$ cat src/rtl/serial_subtractor.sv
// rtl/serial_subtractor.sv - bit-serial two's-complement subtractor, DIFF = A - B - Bin
module serial_subtractor #(
    parameter int WIDTH = 8
) (
    input  logic             clk,
    input  logic             rst,
    input  logic             start,
    input  logic [WIDTH-1:0] A,
    input  logic [WIDTH-1:0] B,
    input  logic             Bin,
    output logic             busy,
    output logic             done,
    output logic [WIDTH-1:0] DIFF,
    output logic             Bout,
    output logic             OVF
);
    localparam int CW = (WIDTH > 2) ? $clog2(WIDTH) : 1;

    typedef enum logic [1:0] {IDLE, RUN, DONE} state_t;

    state_t           state;
    logic [WIDTH-1:0] a_sr;
    logic [WIDTH-1:0] b_sr;
    logic [WIDTH-1:0] diff_sr;
    logic             br;
    logic             a_msb;
    logic             b_msb;
    logic [CW-1:0]    cnt;

    logic             a0;
    logic             b0;
    logic             d;
    logic             br_next;
    logic [WIDTH-1:0] diff_next;
    logic             last;

    always_comb begin
        a0        = a_sr[0];
        b0        = b_sr[0];
        d         = a0 ^ b0 ^ br;
        br_next   = (~a0 & b0) | (~a0 & br) | (b0 & br);
        diff_next = {d, diff_sr[WIDTH-1:1]};
        last      = (cnt == CW'(WIDTH - 1));
    end

    // Operand MSBs are kept aside because the shift registers are consumed by the time OVF is formed.
    always_ff @(posedge clk or posedge rst) begin
        if (rst) begin
            state   <= IDLE;
            busy    <= 1'b0;
            done    <= 1'b0;
            DIFF    <= '0;
            Bout    <= 1'b0;
            OVF     <= 1'b0;
            a_sr    <= '0;
            b_sr    <= '0;
            diff_sr <= '0;
            br      <= 1'b0;
            a_msb   <= 1'b0;
            b_msb   <= 1'b0;
            cnt     <= '0;
        end else begin
            case (state)
                IDLE, DONE: begin
                    done <= 1'b0;
                    if (start) begin
                        a_sr    <= A;
                        b_sr    <= B;
                        br      <= Bin;
                        a_msb   <= A[WIDTH-1];
                        b_msb   <= B[WIDTH-1];
                        cnt     <= '0;
                        diff_sr <= '0;
                        busy    <= 1'b1;
                        state   <= RUN;
                    end else begin
                        busy  <= 1'b0;
                        state <= IDLE;
                    end
                end
                RUN: begin
                    a_sr    <= a_sr >> 1;
                    b_sr    <= b_sr >> 1;
                    br      <= br_next;
                    diff_sr <= diff_next;
                    cnt     <= cnt + 1'b1;
                    if (last) begin
                        state <= DONE;
                        busy  <= 1'b0;
                        done  <= 1'b1;
                        DIFF  <= diff_next;
                        Bout  <= br_next;
                        OVF   <= (a_msb != b_msb) && (diff_next[WIDTH-1] != a_msb);
                    end
                end
                default: begin
                    state <= IDLE;
                    busy  <= 1'b0;
                    done  <= 1'b0;
                end
            endcase
        end
    end
endmodule
$ cat config.mk
export PLATFORM = sky130hd
export DESIGN_NAME = serial_subtractor
export DESIGN_NICKNAME = d
export VERILOG_FILES = /design/src/rtl/serial_subtractor.sv
export SDC_FILE = /design/constraint.sdc
export NUM_CORES = 1
export LEC_CHECK = 0
export CORE_ASPECT_RATIO = 0.8
export CORE_MARGIN = 8
export CORE_UTILIZATION = 30
export CTS_CLUSTER_SIZE = 20
export DETAILED_ROUTE_END_ITERATION = 12
export GPL_TIMING_DRIVEN = 0
export PLACE_DENSITY_LB_ADDON = 0.08
export SYNTH_ARGS = -nofsm -noshare
export SYNTH_HDL_FRONTEND = slang
export SYNTH_SLANG_ARGS = --single-unit
$ cat constraint.sdc
create_clock -name clk -period 1.8 [get_ports clk]
set_clock_uncertainty 0.2 [all_clocks]
set_input_delay 0.36 -clock clk [delete_from_list [all_inputs] [get_ports clk]]
set_output_delay 0.36 -clock clk [all_outputs]
set_load 0.02 [all_outputs]
==> impl_summary.log <==
[metrics] Comb pwr share: 0.421
[metrics] detail-routed net length per standard cell: 15.38 µm
[metrics] DIE AREA: 8530 µm²
[metrics] Synth Register Bits: 42
[metrics] final cell area excluding filler cells: 2285 µm²
[metrics] overall power: 4.110 mW
[metrics] Period Utilization, post-route: 0.9672
[metrics] layer carrying the most global-route usage: met2
[metrics] number of hold-slack violations in the final timing report: 0
[metrics] actual slew at the worst max-slew pin: 247.8 ps
[metrics] fraction of the yosys area taken by sequential cells: 0.6022
[metrics] global-route wire length before repair: 6810 µm
[metrics] Worst slew margin: 0.8334
[metrics] IR drop worst, VDD: 679.7 µV
[metrics] worst setup slack after layout: 58.96 ps
[metrics] Layout Nets: 207
[metrics] y dimension of the die: 84.23 µm
[metrics] number of antenna repair diodes: 0
[metrics] worst reg2reg endpoint: DIFF[1]$_DFFE_PP0P_
[metrics] part of the power in the clock network: 0.179
[metrics] leakage power: 1.072 nW
[metrics] internal power: 2.621 mW
[metrics] PortBufs: 31
[metrics] area growth from synthesis to layout: 30.90%
[metrics] residual DRC count: 0
[metrics] # hold bufs at CTS: 0
[metrics] Top-Level Pins: 32
[metrics] time the final worst path needs with I/O delays and setup: 1741 ps
[metrics] Mean Syn Cell Area: 12.04 µm²
[metrics] number of antenna violations at the first check in global routing: 0
[metrics] total grt overflow: 0
[metrics] Max Freq: 574.4 MHz
[metrics] TritonRoute pass-1 iters: 4
[metrics] Clock Pin Slew Worst Setup and Hold Paths: 80 ps
[metrics] worst r2r path cells: 5
[metrics] GR Layer Usage met3: 0.03636
[metrics] via count: 1244
[metrics] Detailed Place HPWL: 2777 µm
[metrics] gate count after technology mapping: 145
[metrics] maximum buffer depth of the clock tree: 2
[metrics] weighted congestion at the end of routability-driven global placement: 0.7054
[metrics] Clock Tree Root: clkbuf_8
[metrics] TritonCTS Buffers: 5
[metrics] Post-Place Cell Area: 2185 µm²
[metrics] net switching power of the design: 1.490 mW
[metrics] CTS tree: done
[metrics] outcome: complete, no violations
[metrics] most used cells in the layout excluding fill and tap cells: dfrtp_1, clkdlybuf4s50_1, o22ai_1, nor2_1, nor3_1
[metrics] WS Path Type: reg2reg
[metrics] GR Util met1: 0.1311
[metrics] Total Routing Usage GR: 0.1030
[metrics] launch point of the worst reg-to-reg path: cnt[0]$_DFFE_PP0P_
[metrics] starting utilization of the core area: 0.3033
[metrics] maximum fanout count along the critical path: 10
[metrics] fraction of final layout cells with drive strength greater than 1: 0.1514
[metrics] post-synth design cell area: 1745 µm²
[metrics] sort of element at the start of the critical path: flip-flop
[metrics] pwr dens: 1799 nW/µm²
[metrics] setup repair after global routing missed its margin: false
[metrics] mean number of vias per cell: 4.677
[metrics] largest net degree at the start of global routing: 43
[metrics] largest area contributor in the netlist: dfrtp_1
[metrics] aggregate routed wire length: 4091 µm
[metrics] crit end category: flip-flop
[metrics] number of global-route vias before repair: 1386
[metrics] share of the synthesized area in the top cell type: 0.6022
[metrics] Final Max Slew Viols: 0
[metrics] required arrival time at the worst endpoint: 1780 ps
[metrics] pre-CTS setup slack: -123.5 ps
[metrics] final number of setup-violating endpoints: 0
[metrics] most frequent standard cell in the layout excluding fill and tap cells: dfrtp_1
[metrics] number of placement rows: 25
[metrics] count of unique library cells instantiated by Yosys: 26
[metrics] switching portion of total power: 0.3624
[metrics] number of max-cap violations: 0
[metrics] hold crit path type: in2async
[metrics] met2 capacity usage during global routing: 0.1510
[metrics] Chip Width: 101.3 µm
[metrics] core region area: 5756 µm²
[metrics] Yosys Warn Count: 0
[metrics] internal reg-to-reg setup slack: 60 ps
[metrics] clock latency on the worst-skew pair: 290 ps
[metrics] Reg power frac: 0.400
[metrics] synthesized net count: 168
[metrics] level count of the clock H-tree: 2
[metrics] Data arrival, critical path: 1720 ps
[metrics] clock sink count: 42
[metrics] cell types occupying the most area after synthesis: dfrtp_1, a22o_1, o22ai_1
[metrics] remaining antenna violation count after routing: 0
[metrics] Iteration-0 DRC Markers: 43
[cells by family (layout without fill, tap and decap cells)]
family | count (synthesis) | count (layout) | synth area share
simple gates | 44 | 44 | 0.1233
flops | 42 | 42 | 0.6022
compound gates | 33 | 33 | 0.1326
buf+inv | 15 | 55 | 0.05376
mux | 8 | 8 | 0.06236
fa+ha+maj | 3 | 3 | 0.02580
[stage by stage]
step | setup TNS (ps) | hold slack [ps] | util | instances
finish | 0 | 219.2 | 0.3970 | 266
global route | 0 | 260.9 | 0.3970 | 266
CTS | 0 | 224.7 | 0.3954 | 266
detailed placement | -2029 | 273.1 | 0.3796 | 258
global placement | -29540 | 269.6 | 0.3748 | 257
floorplan | 0 | 254.0 | - | 145
[power by group through the flow]
stage | Combinational [mW] | Sequential (mW) | Clock [mW]
after global placement | 1.79 | 1.65 | 0
after floorplan | 1.14 | 1.73 | 0
final | 1.73 | 1.64 | 0.734
after global routing | 1.91 | 1.71 | 0.809
after detailed placement | 1.83 | 1.67 | 0
after CTS | 1.76 | 1.65 | 0.764
[synth_stat cells]
cell / number
fa_1: 1
buf_6: 2
o21ai_0: 3
nor2_4: 1
dfrtp_1: 42
buf_4: 5
nand3b_2: 1
o22ai_1: 14
mux2_2: 3
o21ai_1: 1
buf_2: 3
a22o_1: 11
nor3_1: 13
nand2b_1: 2
mux2_4: 5
ha_1: 2
nor2_1: 14
nand3_1: 1
inv_1: 5
a221o_1: 1
nand2_1: 8
a21oi_1: 2
o31ai_1: 1
nor2b_1: 2
nor3b_1: 1
and2b_1: 1
[what timing repair did]
action | in CTS | in global routing
gates cloned | 0 | 0
endpoints found under the setup margin | 12 | 5
hold endpoints to repair | 0 | 0
gates resized for setup | 12 | 1
setup buffers | 0 | 0
[flip-flops by register name, indices dropped and copies added, names as in the netlist]
| signal | count |
|---|---|
| Bout | 1 |
| DIFF | 8 |
| OVF | 1 |
| a_msb | 1 |
| a_sr | 8 |
| b_msb | 1 |
| b_sr | 8 |
| br | 1 |
| busy | 1 |
| cnt | 3 |
| diff_sr | 7 |
| done | 1 |
| state | 1 |
[worst max path at each step]
| stage | from | endpoint | slack [ps] | depth (start not counted) |
|---|---|---|---|---|
| floorplan | cnt[0]$_DFFE_PP0P_ | DIFF[0]$_DFFE_PP0P_ | 140 | 5 |
| global placement | rst | a_sr[3]$_DFFE_PP0P_ | -670 | 2 |
| detailed placement | start | cnt[2]$_DFFE_PP0P_ | -120 | 6 |
| CTS | cnt[0]$_DFFE_PP0P_ | DIFF[1]$_DFFE_PP0P_ | 20 | 5 |
| global route | cnt[0]$_DFFE_PP0P_ | DIFF[1]$_DFFE_PP0P_ | 2 | 5 |
| finish | cnt[0]$_DFFE_PP0P_ | DIFF[1]$_DFFE_PP0P_ | 60 | 5 |
[final cells by class]
class,instances,area (µm²)
clock inverters,1,30.03
well taps,81,101.3
plain buffers,10,75.07
clock buffers,7,76.32
flip-flops and latches,42,1051
inverters,5,18.77
repair buffers,32,322.8
fillers,582,3471
multi-input cells,88,609.3
[critical path, cell delays in order, from the launching register on]
cell	delay (ps)
dfrtp_1	400
ha_1	210
ha_1	240
nand3b_4	120
buf_6	160
mux2_4	310
[metal layers]
| metal | up-vias | part of all wire |
|---|---|---|
| met2 | 33 | 0.43 |
| li1 | 592 | - |
| met4 | 0 | 0.018 |
| met1 | 613 | 0.49 |
| met5 | - | 0 |
| met3 | 6 | 0.064 |
No activity file was read; power rests on OpenSTA's default activity.
